===== config.mk =====
export PLATFORM = sky130hd
export DESIGN_NAME = libhdl_gray_count
export DESIGN_NICKNAME = d
export VERILOG_FILES = /design/src/rtl/libhdl_gray_pkg.sv /design/src/rtl/libhdl_gray_count.sv
export SDC_FILE = /design/constraint.sdc
export NUM_CORES = 1
export LEC_CHECK = 0
export BUFFER_PORTS_ARGS = -buffer_cell sky130_fd_sc_hd__buf_2
export CORE_MARGIN = 5
export CORE_UTILIZATION = 55
export CTS_CLUSTER_DIAMETER = 200
export CTS_CLUSTER_SIZE = 14
export DETAILED_ROUTE_END_ITERATION = 16
export GPL_ROUTABILITY_DRIVEN = 0
export PLACE_DENSITY = 0.78
export SLEW_MARGIN = 25
export SYNTH_ARGS = -nofsm -noshare
export SYNTH_HDL_FRONTEND = slang
export SYNTH_SLANG_ARGS = --single-unit

===== constraint.sdc =====
create_clock -name i_clk -period 24.8 [get_ports i_clk]
set_input_delay 4.96 -clock i_clk [delete_from_list [all_inputs] [get_ports i_clk]]
set_output_delay 4.96 -clock i_clk [all_outputs]
set_load 0.02 [all_outputs]

===== src/rtl/libhdl_gray_pkg.sv =====
// Shared Gray-code helpers for the counter blocks.
// Functions work on 64 bits; narrower callers zero-extend.
package libhdl_gray_pkg;

  localparam int MAX_W = 64;

  function automatic logic [MAX_W-1:0] bin2gray(
    input logic [MAX_W-1:0] b
  );
    return b ^ (b >> 1);
  endfunction

  function automatic logic [MAX_W-1:0] gray2bin(
    input logic [MAX_W-1:0] g
  );
    logic [MAX_W-1:0] b;
    b[MAX_W-1] = g[MAX_W-1];
    for (int i = MAX_W - 2; i >= 0; i--) begin
      b[i] = b[i+1] ^ g[i];
    end
    return b;
  endfunction

endpackage


===== src/rtl/libhdl_gray_count.sv =====
// Up/down binary counter with registered Gray output,
// terminal-count, wrap/saturate and discontinuity flags.
module libhdl_gray_count
  import libhdl_gray_pkg::*;
#(
  parameter int          W        = 32,
  parameter logic [W-1:0] INIT_VAL = '0,
  parameter bit          WRAP     = 1'b1
) (
  input  logic         i_clk,
  input  logic         i_rstn,
  input  logic         i_en,
  input  logic         i_up,
  input  logic         i_load,
  input  logic [W-1:0] i_load_val,
  output logic [W-1:0] o_count,
  output logic [W-1:0] o_gray,
  output logic         o_tc,
  output logic         o_wrap,
  output logic         o_disc
);

  localparam logic [W-1:0] ONES = '1;
  localparam logic [W-1:0] ZERO = '0;
  localparam logic [W-1:0] ONE  = {{(W-1){1'b0}}, 1'b1};
  localparam logic [W-1:0] GRAY_INIT =
    W'(bin2gray(MAX_W'(INIT_VAL)));

  logic [W-1:0] cnt_q;
  logic [W-1:0] gray_q;
  logic         tc_q;
  logic         wrap_q;
  logic         disc_q;

  logic [W-1:0] cnt_d;
  logic [W-1:0] gray_d;
  logic [W-1:0] step_v;
  logic         at_end;
  logic         tc_d;
  logic         wrap_d;
  logic         disc_d;

  always_comb begin
    cnt_d  = cnt_q;
    tc_d   = tc_q;
    wrap_d = 1'b0;
    step_v = i_up ? cnt_q + ONE : cnt_q - ONE;
    at_end = i_up ? (cnt_q == ONES) : (cnt_q == ZERO);
    if (i_load) begin
      cnt_d = i_load_val;
      tc_d  = i_up ? (i_load_val == ONES)
                   : (i_load_val == ZERO);
    end else if (i_en) begin
      wrap_d = at_end;
      cnt_d  = (at_end && !WRAP) ? cnt_q : step_v;
      tc_d   = i_up ? (cnt_d == ONES) : (cnt_d == ZERO);
    end
  end

  // Gray is encoded from the next binary value so it leaves a flop.
  assign gray_d = W'(bin2gray(MAX_W'(cnt_d)));

  always_comb begin
    disc_d = 1'b0;
    if (i_load) begin
      disc_d = ($countones(gray_d ^ gray_q) > 1);
    end
  end

  always_ff @(posedge i_clk) begin
    if (!i_rstn) begin
      cnt_q  <= INIT_VAL;
      gray_q <= GRAY_INIT;
      tc_q   <= (INIT_VAL == ONES);
      wrap_q <= 1'b0;
      disc_q <= 1'b1;
    end else begin
      cnt_q  <= cnt_d;
      gray_q <= gray_d;
      tc_q   <= tc_d;
      wrap_q <= wrap_d;
      disc_q <= disc_d;
    end
  end

  assign o_count = cnt_q;
  assign o_gray  = gray_q;
  assign o_tc    = tc_q;
  assign o_wrap  = wrap_q;
  assign o_disc  = disc_q;

endmodule


**Word level (Yosys, flattened, before mapping)**

Cells that the tools add are included.

- Output and inout port bits: 67
- RAM bits: 0
- Register bits: 67
- Bits of input ports: 37
- Latch bits: 0
- Word-level logic and storage cells: 60
- Memories kept: 0
- ROM bits: 0

- Shift operators: 0
- $add $sub $neg: 33
- Reduce and logical (&&, ||, !) cells: 5
- Bitwise operators: 4
- Multipliers: 0
- Divide/modulo/power cells: 0
- Mux-type cells: 9
- Order comparisons: 1
- Equal/unequal tests: 3

Operators by type and width:

| cell | number |
|---|---|
| 32-bit == test, second input constant | 3 |
| 32-bit zero test | 3 |
| 32-bit 2-to-1 mux | 3 |
| 1-bit by 1-bit adder with 2-bit output | 16 |
| 32-bit by 1-bit adder with 32-bit output, second input constant | 1 |
| 32-bit by 1-bit subtractor with 32-bit output, second input constant | 1 |
| 32-bit by 31-bit XOR with 32-bit output | 1 |
| 32-bit XOR | 1 |
| 2-bit by 2-bit adder with 3-bit output | 8 |
| 3-bit by 3-bit adder with 4-bit output | 4 |
| 4-bit by 4-bit adder with 5-bit output | 2 |
| 5-bit by 5-bit adder with 6-bit output | 1 |
| 6-bit by 1-bit > comparator with 1-bit output, second input constant | 1 |
| 1-bit 2-to-1 mux | 6 |
| 3-bit OR reduction | 1 |
| 1-bit NOT | 2 |
| 2-bit nonzero test | 1 |

**Depth between registers and ports, before layout**

Gate-level depths: netlist of run 1.

- Depth in word-level cells: 13
- Gate-level depth with buffers: 31
- Gate-level depth less buffers: 29

**Worst setup path before layout of run 1**

Ideal clock, no wire load.

- Path type: input -> register
- Start: input port i_up
- End: register disc_q, in the netlist o_disc
- Required time: 24662 ps
- Setup slack: 12509 ps
- Stages on the path: 28
- Setup time: 138 ps
- Arrival: 12152 ps
- Path buffers: 2
- Cell sequence: clkbuf_1 > inv_1 > ha_1 > buf_4 > nand2_2 > a211o_1 > a211oi_1 > o21ai_1 > a22oi_1 > xor2_1 > a222oi_1 > xnor2_1 > xnor2_1 > fa_1 > inv_1 > fa_1 > fa_1 > inv_1 > fa_1 > fa_1 > inv_1 > fa_1 > inv_1 > ha_1 > inv_1 > fa_1 > nor4b_1 > a41oi_1

- Cells in the longest elaborated chain, start to end: 12
- Elaborated cells between the ends (all ways): 38
- Classes of those cells: 31 x add/sub; 1 x order compare; 4 x mux; 2 x bitwise

Ends and longest elaborated chain:

| item | line | RTL |
|---|---|---|
| start: declaration | libhdl_gray_count.sv:13 | `input logic i_up,` |
| 32-bit 2-to-1 mux (*) | libhdl_gray_count.sv:47 | `step_v = i_up ? cnt_q + ONE : cnt_q - ONE;` |
| 32-bit 2-to-1 mux (*) | libhdl_gray_count.sv:53 | `end else if (i_en) begin` |
| 32-bit 2-to-1 mux (*) | libhdl_gray_count.sv:49 | `if (i_load) begin` |
| 32-bit by 31-bit XOR with 32-bit output (*) | libhdl_gray_pkg.sv:10 | `return b ^ (b >> 1);` |
| 32-bit XOR (*) | libhdl_gray_count.sv:66 | `disc_d = ($countones(gray_d ^ gray_q) > 1);` |
| 1-bit by 1-bit adder with 2-bit output (not written as such) | libhdl_gray_count.sv:66 |  |
| 2-bit by 2-bit adder with 3-bit output (not written as such) | libhdl_gray_count.sv:66 |  |
| 3-bit by 3-bit adder with 4-bit output (not written as such) | libhdl_gray_count.sv:66 |  |
| 4-bit by 4-bit adder with 5-bit output (not written as such) | libhdl_gray_count.sv:66 |  |
| 5-bit by 5-bit adder with 6-bit output (not written as such) (*) | libhdl_gray_count.sv:66 |  |
| 6-bit by 1-bit > comparator with 1-bit output (*) | libhdl_gray_count.sv:66 |  |
| 1-bit 2-to-1 mux (*) | libhdl_gray_count.sv:65 | `if (i_load) begin` |
| end signal: assignment | libhdl_gray_count.sv:82 | `disc_q <= disc_d;` |
| end: declaration | libhdl_gray_count.sv:33 | `logic disc_q;` |

Every way passes the cells marked *; elsewhere a longest branch is shown, timed or not.
A chain may end at the register's enable or synchronous reset.

**Worst setup path after layout of run 1**

Same ends and word-level chain as after synthesis.

==> results.toml, run 1 <==
[outcome]
status = "complete, no violations"

[cells_and_area]
layout_commonest_cell = "buf_2"
final_cell_mix = "buf_2 (103), nor2_1 (93), dfxtp_1 (66)"
drive_gt1_frac = 0.168
seq_area_mm2 = 0.00132
fill_cells = 964
multi_input_area_mm2 = 0.00459
fin_nets = 951
area_growth_pct = 13.9

[worst_hold_path]
whs_path_depth = 4
min_to = "o_wrap$_SDFF_PP0_"
min_from = "o_count[15]$_SDFF_PN0_"
hold_path.class = "flop to flop"

[critical_path]
r2r-end = "o_disc$_SDFF_PN1_"
r2r_slack_ps = 16570
worst-setup-path-type = "primary input to flop"
cp_slowest_cell = "a222oi_1"
r2r_start = "o_count[0]$_SDFF_PN0_"
startpoint_type = "primary input"
reg2reg_depth = 26
cp_data_arrival_time_ps = 12850
path_buf_inv = 7
critPathMaxStageDelay_ps = 660
cp-end-kind = "flop"
path_delay_family = "adder cells"
crit_fanout = 30
worstPathRequired_ps = 24990
crit_top_cell = "fa_1"

[floorplanning]
dieArea_mm2 = 0.0135
dieHeight_um = 116
die_x_um = 116
start_util = 0.567
coreArea_mm2 = 0.0109
rows = 38
ioPinCount = 104

[placement]
post-place-ws_ps = 11540
hpwl_um = 15500
port_buffers = 103

[routing]
drt_iter0_drc = 629
wl_per_cell_um = 19.8
viasPerCell = 6.34
drcViolationCount = 0
ant_nets = 0
wirelength_um = 19700
via_count = 6313
dr.pass1.iters = 7

[timing]
period_share = 0.510
drv_slew = 0
finClkSkew_ps = 7.89
relSlewSlack = 0.374
hold_violations = 0
worstMarginPinSlew_ps = 939
fmax_mhz = 79.0
min_period_ps = 12660
layout_setup_ws_ps = 12140
rsz0062_at_grt = "no"
setup_viol = 0
tns_ps = 0

[cts]
clock-sinks = 66
clk_latency_ps = 340
numCtsBuffers = 9
clkTransAtPathRegs_ps = 50
cts.hold.buffers_added = 0
clockRootBuffer = "clkbuf_16"
cts_setup_buffers = 0
cts-resized-gates = 0
cts.path.max_buffers = 2
cts_max_level = 3
cts_tree = "built"

[synthesis]
synthCells = 764
synth_seq_cells = 66
ys.flop_type = "dfxtp_1"
yosysSeqAreaShare = 0.213
synth_edf_count = 0
synth_area_leaders = "dfxtp_1 (21%), fa_1 (8.1%), ha_1 (7.9%)"
yosys.area.top_type = "dfxtp_1"
synthDistinctLibCells = 77
ys_async_sr_fraction = 0
synth_area_mm2 = 0.00620
ys_warn_count = 0
synth_top_area_frac = 0.213
synth.avg_cell_area_um2 = 8.12
synth_nets = 865

[global_route]
antenna_found_initial = 0
grt_pass1_vias = 6132
grt_usage = 0.292
grt_max_degree = 58
grt-ovfl-total = 0
grt_pass1_wl_um = 31100

[power_and_ir_drop]
power_density_mw_per_mm2 = 173
ir_worst_vdd_mv = 0.328
leakage_nw = 3.15

[job]
maxCapViolCount = 0
## registers in the layout, indices dropped and copies added (netlist names)
register	cells
o_tc	1
o_count	32
o_wrap	1
o_gray	31
o_disc	1
## synth_stat cells, types with 4 or more instances
master and count:
a211oi_1 9, a211oi_2 4, a21o_1 13, a21oi_1 54, a21oi_2 4, a22o_1 4, a31oi_1 4, and2_1 24
and3_1 4, buf_1 5, buf_2 5, buf_4 4, clkbuf_1 13, dfxtp_1 66, fa_1 25, ha_1 39
inv_1 41, mux2i_1 18, nand2_1 50, nand2b_1 4, nand3_1 17, nand4_1 26, nor2_1 93, nor3_1 11
nor4_1 23, o21a_1 5, o21ai_0 30, o21ai_1 6, or3_1 8, or4_1 4, xnor2_1 50, xor2_1 33
## through the flow
step	total power, W	util	instance area (um2)	cells	hold WS (ps)
finish	0.00122	0.646	7070	996	732
global route	0.00139	0.646	7070	995	768
CTS	0.00123	0.646	7070	995	738
detailed placement	0.00110	0.618	6760	979	733
global placement	0.00102	0.618	6760	979	696
floorplan	0.000860	-	6200	764	713
## routing by layer
layer,global-route usage,up-vias,wire [um]
met5,0,-,0
met4,0.0920,0,501
met3,0.0767,55,2060
met2,0.483,374,9190
met1,0.374,2963,7920
li1,-,2921,-
## worst min-delay path, cell delays in order (launching register included)
cell and delay (ps):
dfxtp_1 370, nand3_1 90, nor4_1 50, a21oi_1 120, nor2_1 60
## power by group
part	total [W]	internal [W]	switching (W)
sequential	0.000135	0.000120	0.0000153
combinational	0.000955	0.000406	0.000549
clock	0.000130	0.0000805	0.0000495
total	0.00122	0.000607	0.000613
## worst max path at each step
stage	from	end	slack, ps	depth (start not counted)
after detailed placement	i_up	o_disc$_SDFF_PN1_	11540	28
after CTS	i_up	o_disc$_SDFF_PN1_	11870	27
after global placement	i_up	o_disc$_SDFF_PN1_	11850	28
after floorplan	i_up	o_disc$_SDFF_PN1_	12510	28
after global routing	i_up	o_disc$_SDFF_PN1_	11780	27
final	i_up	o_disc$_SDFF_PN1_	12140	27
## logic make-up (layout without fill, tap and decap cells)
logic type      after synthesis  in the layout  synth area share
flops                        66             66             0.213
compound gates              178            178             0.200
xor+xnor                     83             83             0.117
simple gates                285            285             0.235
other cells                   0              1                 0
fa+ha+maj                    64             64             0.159
mux                          18             18            0.0290
buf+inv                      70            161            0.0470
## layout make-up
cell class / instances / area share
Multi-Input combinational cell: 628 / 0.650
Antenna cell: 1 / 0.000354
Clock inverter: 6 / 0.00938
Timing Repair Buffer: 103 / 0.0729
Clock buffer: 10 / 0.0338
Inverter: 42 / 0.0223
Sequential cell: 66 / 0.187
Tap cell: 140 / 0.0248
Power figures use the tool's default switching activity.
==> inputs of run 2 (changes only) <==
--- a/config.mk
+++ b/config.mk
@@ -5,6 +5,7 @@
 export SDC_FILE = /design/constraint.sdc
 export NUM_CORES = 1
 export LEC_CHECK = 0
+export ABC_AREA = 1
 export BUFFER_PORTS_ARGS = -buffer_cell sky130_fd_sc_hd__buf_2
 export CORE_MARGIN = 5
 export CORE_UTILIZATION = 55
@@ -12,7 +13,7 @@
 export CTS_CLUSTER_SIZE = 14
 export DETAILED_ROUTE_END_ITERATION = 16
 export GPL_ROUTABILITY_DRIVEN = 0
-export PLACE_DENSITY = 0.78
+export PLACE_DENSITY = 0.77
 export SLEW_MARGIN = 25
 export SYNTH_ARGS = -nofsm -noshare
 export SYNTH_HDL_FRONTEND = slang
==> constraint.sdc (replaced) <==
create_clock -name i_clk -period 12.1 [get_ports i_clk]
set_input_delay 2.42 -clock i_clk [delete_from_list [all_inputs] [get_ports i_clk]]
set_output_delay 2.42 -clock i_clk [all_outputs]
set_load 0.02 [all_outputs]
==> results.toml, run 2 <==
[outcome]
status = "complete, no violations"

[placement]
dpl.cell_count = 1429
port_buffers = 103
hpwl_um = 17100

[global_route]
grt_pass1_wl_um = 34300
grt_max_degree = 65
grt_pass1_vias = 7080
grt-ovfl-total = 0
grt_usage = 0.267
antenna_found_initial = 0

[worst_hold_path]
whs_path_depth = 2
hold_path.class = "flop to flop"

[floorplanning]
dieHeight_um = 125
dieArea_mm2 = 0.0156
die_x_um = 125
coreArea_mm2 = 0.0131
rows = 42
start_util = 0.556
ioPinCount = 104

[timing]
setup_viol = 0
tns_ps = 0
min_period_ps = 9420
finClkSkew_ps = 5.08
period_share = 0.778
drv_slew = 0
fmax_mhz = 106
worstMarginPinSlew_ps = 860
hold_violations = 0
relSlewSlack = 0.426
rsz0062_at_grt = "no"

[cells_and_area]
final_cell_mix = "nand2_1 (343), inv_1 (180), nor2_1 (139)"
area_growth_pct = 13.6
layout_commonest_cell = "nand2_1"
antennaDiodeCount = 0
fin_nets = 1365
largest_register_ff_count = 32
drive_gt1_frac = 0.172
layout.cells.non_filler = 1445

[synthesis]
synth_seq_cells = 66
ys_async_sr_fraction = 0
ys_warn_count = 0
yosysMostFrequentCell = "nand2_1"
synth_area_leaders = "dfxtp_1 (18%), nand2_1 (18%), inv_1 (9.3%)"
synth_edf_count = 0
ys.flop_type = "dfxtp_1"
yosysSeqAreaShare = 0.182
synth_top_area_frac = 0.182
synthDistinctLibCells = 41
yosys.area.top_type = "dfxtp_1"
synth_area_mm2 = 0.00727
synthCells = 1171
synth_nets = 1272
synthTopCellsByCount = "nand2_1 (343), inv_1 (181), nor2_1 (139), nand3_1 (70), dfxtp_1 (66)"
synth.avg_cell_area_um2 = 6.21

[critical_path]
path_buf_inv = 9
cp_data_arrival_time_ps = 9630
path_depth = 34
startpoint_type = "primary input"
worstPathRequired_ps = 12310
crit_fanout = 32
worst-setup-path-type = "primary input to flop"
cp-end-kind = "flop"
path_delay_family = "adder cells"
critPathMaxStageDelay_ps = 550
reg2reg_depth = 33
cp_slowest_cell = "fa_1"

[routing]
viasPerCell = 5.29
drcViolationCount = 0
via_count = 7637
wl_per_cell_um = 14.6
dr.pass1.iters = 5
ant_nets = 0
wirelength_um = 21100
drt_iter0_drc = 555

[power_and_ir_drop]
leakage_nw = 4.57
power_density_mw_per_mm2 = 284
ir_worst_vdd_mv = 0.942

[cts]
cts.path.max_buffers = 2
cts_setup_buffers = 0
numCtsBuffers = 9
clock-sinks = 66
cts_max_level = 3
clkTransAtPathRegs_ps = 50
clockRootBuffer = "clkbuf_16"
clk_latency_ps = 330
cts-resized-gates = 0
cts_tree = "built"
cts.hold.buffers_added = 0

[job]
maxCapViolCount = 0
## run 2: cell type report
| cell class | count | area, um2 |
|---|---|---|
| inverters | 196 | 738 |
| fillers | 1228 | 4820 |
| flip-flops and latches | 66 | 1320 |
| well taps | 176 | 220 |
| clock buffers | 11 | 253 |
| multi-input cells | 887 | 5100 |
| repair buffers | 104 | 523 |
| clock inverters | 5 | 100 |
## run 2: logic make-up after synthesis
kind of cell | after synthesis | share of synthesized area
simple gates | 653 | 0.392
buf+inv | 218 | 0.117
compound gates | 115 | 0.104
xor+xnor | 55 | 0.0693
flops | 66 | 0.182
fa+ha+maj | 64 | 0.136
## run 2: worst paths after layout
kind,startpoint,endpoint,slack (ps)
setup / recovery,i_up,o_disc$_SDFF_PN1_,2680
hold / removal,o_tc$_SDFFE_PN0P_,o_tc$_SDFFE_PN0P_,620
setup reg to reg,o_count[0]$_SDFF_PN0_,o_disc$_SDFF_PN1_,4670
hold reg to reg,o_tc$_SDFFE_PN0P_,o_tc$_SDFFE_PN0P_,620
## run 2: power breakdown
group / switching, W / internal, W
sequential: 0.0000294 / 0.000244
combinational: 0.00106 / 0.000713
clock: 0.0000941 / 0.000212
total: 0.00118 / 0.00117
## run 2: stage by stage
| step | cell area, um2 | hold WS [ps] | worst slack (ps) | power [W] | util |
|---|---|---|---|---|---|
| after floorplan | 7270 | 620 | 2900 | 0.00159 | - |
| after global placement | 7910 | 571 | 2170 | 0.00190 | 0.604 |
| after detailed placement | 7910 | 605 | 1990 | 0.00198 | 0.604 |
| after CTS | 8260 | 622 | 2330 | 0.00233 | 0.631 |
| after global routing | 8260 | 650 | 2020 | 0.00264 | 0.631 |
| final | 8260 | 615 | 2680 | 0.00235 | 0.631 |
## run 2: worst reg2reg max path: cells and delay by family, from the launching register on
| kind | cells | cell delay [ps] |
|---|---|---|
| and+or+nand+nor | 11 | 1070 |
| AOI/OAI and AO/OA | 4 | 770 |
| buffers and inverters | 8 | 660 |
| xor gates and xnor gates | 1 | 260 |
| adders and majority gates | 9 | 4020 |
| DFF | 1 | 520 |
## run 2: layer usage
metal	GRT usage	vias up	part of all wire
met5	0	-	0
li1	-	3876	-
met4	0.102	0	0.034
met3	0.0392	53	0.072
met2	0.427	293	0.45
met1	0.365	3415	0.45
